## src/rtl/systolic_mm_engine.sv

```systemverilog
// Output-stationary ROWS x COLS systolic matrix-multiply engine (C = A x B) with
// skewed operand feed, start/done control and row-wise result drain; SYSTOLIC_ZERO_SKIP_EN adds skip_cnt.
module systolic_mm_engine #(
  parameter int ROWS   = 4,
  parameter int COLS   = 4,
  parameter int DATA_W = 8,
  parameter int ACC_W  = 24,
  parameter int K_W    = 8,
  localparam int RW    = (ROWS > 1) ? $clog2(ROWS) : 1
) (
  input  logic                    clk,
  input  logic                    rst,
  input  logic                    start,
  input  logic [K_W-1:0]          k_len,
  output logic                    busy,
  input  logic                    in_valid,
  output logic                    in_ready,
  input  logic [ROWS*DATA_W-1:0]  a_vec,
  input  logic [COLS*DATA_W-1:0]  b_vec,
  output logic                    out_valid,
  input  logic                    out_ready,
  output logic [COLS*ACC_W-1:0]   out_row,
  output logic [RW-1:0]           out_row_idx,
  output logic                    done
`ifdef SYSTOLIC_ZERO_SKIP_EN
  , output logic [15:0]           skip_cnt
`endif
);
  localparam int FLUSH_LEN = ROWS + COLS - 1;
  localparam int FW        = $clog2(FLUSH_LEN + 1);

  typedef enum logic [1:0] {IDLE, FEED, FLUSH, DRAIN} state_t;
  state_t state_q, state_d;

  logic [K_W-1:0] k_len_q, k_len_d, k_cnt_q, k_cnt_d;
  logic [FW-1:0]  flush_cnt_q, flush_cnt_d;
  logic [RW-1:0]  row_q, row_d;
  logic           done_q, done_d;
  logic           start_acc, feed_hs, drain_hs, last_beat, flush_end, last_row;

  assign start_acc = (state_q == IDLE) && start;
  assign feed_hs   = in_valid && in_ready;
  assign drain_hs  = out_valid && out_ready;
  assign last_beat = (k_cnt_q == k_len_q - K_W'(1));
  assign flush_end = (flush_cnt_q == FW'(FLUSH_LEN - 1));
  assign last_row  = (row_q == RW'(ROWS - 1));

  always_ff @(posedge clk) begin
    if (rst) begin
      state_q     <= IDLE;
      k_len_q     <= '0;
      k_cnt_q     <= '0;
      flush_cnt_q <= '0;
      row_q       <= '0;
      done_q      <= 1'b0;
    end else begin
      state_q     <= state_d;
      k_len_q     <= k_len_d;
      k_cnt_q     <= k_cnt_d;
      flush_cnt_q <= flush_cnt_d;
      row_q       <= row_d;
      done_q      <= done_d;
    end
  end

  always_comb begin
    state_d = state_q;
    case (state_q)
      IDLE:    if (start) state_d = (k_len == '0) ? DRAIN : FEED;
      FEED:    if (feed_hs && last_beat) state_d = FLUSH;
      FLUSH:   if (flush_end) state_d = DRAIN;
      DRAIN:   if (drain_hs && last_row) state_d = IDLE;
      default: state_d = IDLE;
    endcase
  end

  always_comb begin
    busy      = (state_q != IDLE);
    in_ready  = (state_q == FEED);
    out_valid = (state_q == DRAIN);
  end

  always_comb begin
    k_len_d     = start_acc ? k_len : k_len_q;
    k_cnt_d     = start_acc ? '0 : (feed_hs ? k_cnt_q + K_W'(1) : k_cnt_q);
    flush_cnt_d = (state_q == FLUSH) ? flush_cnt_q + FW'(1) : '0;
    row_d       = start_acc ? '0 : (drain_hs ? (last_row ? '0 : row_q + RW'(1)) : row_q);
    done_d      = drain_hs && last_row;
  end
  assign done        = done_q;
  assign out_row_idx = row_q;

  logic signed [DATA_W-1:0] a_row [ROWS];
  logic                     v_row [ROWS];
  logic signed [DATA_W-1:0] b_col [COLS];
  logic signed [DATA_W-1:0] a_pe  [ROWS][COLS];
  logic                     v_pe  [ROWS][COLS];
  logic signed [DATA_W-1:0] b_pe  [ROWS][COLS];
  logic signed [ACC_W-1:0]  acc_pe[ROWS][COLS];
`ifdef SYSTOLIC_ZERO_SKIP_EN
  logic [ROWS*COLS-1:0]     skip_hit;
`endif

  genvar gi, gj;
  // Row i carries {valid, a} through i stages so beats arrive diagonally aligned.
  for (gi = 0; gi < ROWS; gi++) begin : g_row_skew
    logic [DATA_W:0] src;
    assign src = feed_hs ? {1'b1, a_vec[gi*DATA_W +: DATA_W]} : '0;
    if (gi == 0) begin : g_direct
      assign {v_row[gi], a_row[gi]} = src;
    end else begin : g_chain
      logic [DATA_W:0] sk_q [gi];
      logic [DATA_W:0] sk_d [gi];
      always_comb begin
        sk_d[0] = src;
        for (int s = 1; s < gi; s++) sk_d[s] = sk_q[s-1];
      end
      always_ff @(posedge clk) begin
        if (rst) for (int s = 0; s < gi; s++) sk_q[s] <= '0;
        else     sk_q <= sk_d;
      end
      assign {v_row[gi], a_row[gi]} = sk_q[gi-1];
    end
  end

  for (gj = 0; gj < COLS; gj++) begin : g_col_skew
    logic [DATA_W-1:0] src;
    assign src = feed_hs ? b_vec[gj*DATA_W +: DATA_W] : '0;
    if (gj == 0) begin : g_direct
      assign b_col[gj] = src;
    end else begin : g_chain
      logic [DATA_W-1:0] sk_q [gj];
      logic [DATA_W-1:0] sk_d [gj];
      always_comb begin
        sk_d[0] = src;
        for (int s = 1; s < gj; s++) sk_d[s] = sk_q[s-1];
      end
      always_ff @(posedge clk) begin
        if (rst) for (int s = 0; s < gj; s++) sk_q[s] <= '0;
        else     sk_q <= sk_d;
      end
      assign b_col[gj] = sk_q[gj-1];
    end
  end

  for (gi = 0; gi < ROWS; gi++) begin : g_pe_row
    for (gj = 0; gj < COLS; gj++) begin : g_pe_col
      logic signed [DATA_W-1:0]   a_in, b_in, a_q, a_d, b_q, b_d;
      logic                       v_in, v_q, v_d, wr_en;
      logic signed [2*DATA_W-1:0] prod;
      logic signed [ACC_W-1:0]    acc_q, acc_d;

      if (gj == 0) begin : g_a_edge
        assign a_in = a_row[gi];
        assign v_in = v_row[gi];
      end else begin : g_a_mid
        assign a_in = a_pe[gi][gj-1];
        assign v_in = v_pe[gi][gj-1];
      end
      if (gi == 0) begin : g_b_edge
        assign b_in = b_col[gj];
      end else begin : g_b_mid
        assign b_in = b_pe[gi-1][gj];
      end

      assign prod = a_in * b_in;
`ifdef SYSTOLIC_ZERO_SKIP_EN
      // A zero operand contributes nothing, so the write is dropped and counted instead.
      assign wr_en = v_in && (a_in != '0) && (b_in != '0);
      assign skip_hit[gi*COLS + gj] = v_in && ((a_in == '0) || (b_in == '0));
`else
      assign wr_en = v_in;
`endif

      always_comb begin
        a_d   = a_in;
        b_d   = b_in;
        v_d   = v_in;
        acc_d = start_acc ? '0 : (wr_en ? acc_q + ACC_W'(prod) : acc_q);
      end

      always_ff @(posedge clk) begin
        if (rst) begin
          a_q   <= '0;
          b_q   <= '0;
          v_q   <= 1'b0;
          acc_q <= '0;
        end else begin
          a_q   <= a_d;
          b_q   <= b_d;
          v_q   <= v_d;
          acc_q <= acc_d;
        end
      end

      assign a_pe[gi][gj]   = a_q;
      assign b_pe[gi][gj]   = b_q;
      assign v_pe[gi][gj]   = v_q;
      assign acc_pe[gi][gj] = acc_q;
    end
  end

  always_comb begin
    out_row = '0;
    if (state_q == DRAIN)
      for (int j = 0; j < COLS; j++) out_row[j*ACC_W +: ACC_W] = acc_pe[row_q][j];
  end

`ifdef SYSTOLIC_ZERO_SKIP_EN
  logic [15:0] skip_cnt_q, skip_cnt_d;
  logic [31:0] skip_sum;
  always_comb begin
    skip_sum   = {16'b0, skip_cnt_q} + 32'($countones(skip_hit));
    skip_cnt_d = start_acc ? '0 : ((skip_sum > 32'hFFFF) ? 16'hFFFF : skip_sum[15:0]);
  end
  always_ff @(posedge clk) begin
    if (rst) skip_cnt_q <= '0;
    else     skip_cnt_q <= skip_cnt_d;
  end
  assign skip_cnt = skip_cnt_q;
`endif
endmodule

```

## config.mk

```make
export PLATFORM = sky130hd
export DESIGN_NAME = systolic_mm_engine
export DESIGN_NICKNAME = d
export VERILOG_FILES = /design/src/rtl/systolic_mm_engine.sv
export SDC_FILE = /design/constraint.sdc
export NUM_CORES = 2
export LEC_CHECK = 0
export ABC_AREA = 0
export CAP_MARGIN = 10
export CORE_MARGIN = 5
export CORE_UTILIZATION = 55
export DETAILED_ROUTE_END_ITERATION = 7
export GPL_TIMING_DRIVEN = 1
export PLACE_DENSITY = 0.79
export SLEW_MARGIN = 15
export SYNTH_ARGS = -nofsm -noshare
export SYNTH_HDL_FRONTEND = slang
export SYNTH_SLANG_ARGS = --single-unit
```

## constraint.sdc

```tcl
create_clock -name clk -period 7.8 [get_ports clk]
set_clock_uncertainty 0.2 [all_clocks]
set_input_delay 0.78 -clock clk [delete_from_list [all_inputs] [get_ports clk]]
set_output_delay 0.78 -clock clk [all_outputs]
set_load 0.01 [all_outputs]
```

==> results.ini <==
[run_status]
status = complete, no violations

[power_and_ir_drop]
leakagePower_nw = 40.8
comb_power_share_pct = 15.8
power.share.clock_pct = 44.7
switching_share_pct = 28.8
p_sw_mw = 2.76
finalPower_mw = 9.59
max-vdd-ir-drop_uv = 146
power_density_nw_per_um2 = 110
p_int_mw = 6.83
power_frac_seq_pct = 39.5

[global_route]
grt_max_degree = 178
grt_pass1_wl_um = 340000
overflow = 0
grt_pass1_vias = 65000
grt_antenna_before_repair = 11
grt_usage_pct = 27.5

[sta]
setup_tns_ns = 0
rsz0062_at_grt = yes
period_share_pct = 95.1
drv_slew = 0
max_freq_mhz = 135
hold_violations = 0
worst_pin_slew_ns = 1.13
fin_crit_ns = 7.42
max_slew_margin_pct = 24.2
whs_ns = 0.235
worst_slack_ns = 0.383
finalSetupViolCount = 0

[worst_setup_path]
rrSetupSlack_ns = 0.38
start_kind = register
critical_path_required_ns = 8.13
critPathTopFamily = adder cells
slowest_delay_ns = 0.49
worstPathMaxFanout = 7
endpoint_kind = register
arrival_ns = 7.75
crit_slowest_cell = fa_1
cp.buffers_inverters = 5
worstSetupPathType = register to register

[logic_synthesis]
synth-seq-cells = 702
syn_inst = 8862
synth_top_area_share_pct = 22.4
syn_area_per_cell_um2 = 9.04
synth_cell_types = 79
synth_area_um2 = 80100
yosysTopAreaCell = fa_1
yosysWarnings = 0
synthTopCellsByArea = fa_1 22%, dfxtp_1 18%, ha_1 13%, inv_1 5.8%, and2_1 5.3%
ys_seq_area_share_pct = 17.5
synthFlopType = dfxtp_1
async_flop_share_pct = 0
syn_nets = 10700
synth_edf_count = 0

[clock_network]
cts.sinks = 702
clkTransAtPathRegs_ns = 0.06
cts_tree = yes
root_buffer = clkbuf_16
clock_latency_ns = 0.69
clockBufferDepth = 3
htree_levels = 3
hold_buffers = 0
cts_buffers = 87

[layout]
drive_gt1_share_pct = 4.62
nets = 10900
syn_to_final_growth_pct = 9.23
final_cells = 11000
final_util_pct = 60.2
final_common_cell = inv_1
fin_area_um2 = 87500
most-common-layout-cells = 1,247 x inv_1, 897 x fa_1, 841 x ha_1

[placed_design]
io_buffers = 178
place_area_um2 = 84400
dp_slack_ns = -0.238
dp_hpwl_um = 168000
numPlacedInstances = 10900
place_congestion = 0.936

[floorplan]
die-width_um = 392
boundaryPins = 179
die_h_um = 392
start_util_pct = 55.1
design.die.area_um2 = 153000
row_count = 140
core_area_um2 = 145000

[detailed_routing]
drtIter0Drc = 4316
antenna_left = 0
drt-pass1-iter-count = 6
drc_errors = 0
vias_per_cell = 5.72
num_vias = 63000
wirelength_um = 210000
wl_per_cell_um = 19.1

[flow_run]
cap_viol_max_count = 0

[min_path]
hp-class = register to register

## synth_stat cells, types with 35 or more instances
library cell / number
a211oi_1: 74
a21o_1: 166
a21oi_1: 420
a31oi_1: 38
and2_1: 680
and3_1: 146
buf_1: 35
clkbuf_1: 168
dfxtp_1: 702
fa_1: 897
ha_1: 843
inv_1: 1248
mux2i_1: 235
mux4_2: 96
nand2_1: 527
nand2b_1: 142
nand3_1: 130
nor2_1: 629
nor2b_1: 266
nor3_1: 108
o21a_1: 79
o21ai_0: 215
o21bai_1: 68
or3_1: 40
xnor2_1: 449
xor2_1: 126
## cell type report
class                      count  area [um2]
antenna                        4        10.0
clock buffer                 113        2470
clock inverter                40         526
fill                       11900       57700
inverter                    1251        4700
multi-input combinational   6706       60700
sequential                   702       14100
tap                         1917        2400
timing repair buffer         288        2650
## sequential cells by signal, summed over array words and instances (netlist names), 9 cells and up
name	cells
g_pe_row.g_pe_col.acc_q	384
g_pe_row.g_pe_col.a_q	96
g_pe_row.g_pe_col.b_q	96
g_col_skew.g_chain.sk_d	24
g_row_skew.g_chain.sk_d	24
a_row	16
g_pe_row.g_pe_col.b_d	16
g_row_skew.g_chain.sk_q	9
## logic make-up (layout without fill, tap and decap cells)
| kind of cell | count (synthesis) | in the layout | synth area share, % |
|---|---|---|---|
| fa+ha+maj | 1740 | 1740 | 35.6 |
| simple gates | 2775 | 2776 | 17.8 |
| compound gates | 1284 | 1284 | 10.3 |
| buf+inv | 1455 | 1692 | 6.82 |
| flops | 702 | 702 | 17.5 |
| xor+xnor | 575 | 575 | 6.29 |
| mux | 331 | 331 | 5.64 |
| other cells | 0 | 4 | 0 |
## power groups by stage
stage	Clock (mW)	Sequential [mW]	Combinational, mW
floorplan	0	3.79	1.03
global placement	0	3.86	1.43
detailed placement	0	3.86	1.49
CTS	4.37	3.79	1.49
global route	4.51	3.80	1.66
finish	4.29	3.79	1.52
## metal layers
layer	up-vias	share of wire, %	GRT usage [%]
met5	-	0.044	0
met3	501	7.0	4.94
met2	1972	47	46.4
met4	4	5.1	12.0
met1	31100	41	34.5
li1	29500	-	-
## repair_timing
item                                    in CTS  in global routing
gates resized for setup                      0                  7
hold endpoints to repair                     0                  0
setup buffers                                0                  2
endpoints found under the setup margin       0                  7
## worst register-to-register path, delay by kind of cell (launching register included)
family / cells / cell delay [ns]
compound gates: 11 / 2.01
buf+inv: 5 / 0.42
simple gates: 7 / 1.02
xor+xnor: 2 / 0.39
fa+ha+maj: 7 / 2.87
flops: 1 / 0.36
## final timing paths
kind | startpoint | endpoint | cells past startpoint
setup / recovery | state_q[1] | g_pe_row[0].g_pe_col[0].acc_q[22] | 32
hold / removal | g_col_skew[3].g_chain.sk_d[0] | g_pe_row[0].g_pe_col[3].b_d[0] | 1
setup reg to reg | state_q[1] | g_pe_row[0].g_pe_col[0].acc_q[22] | 32
hold reg to reg | g_col_skew[3].g_chain.sk_d[0] | g_pe_row[0].g_pe_col[3].b_d[0] | 1
No activity file was read; power rests on OpenSTA's default activity.
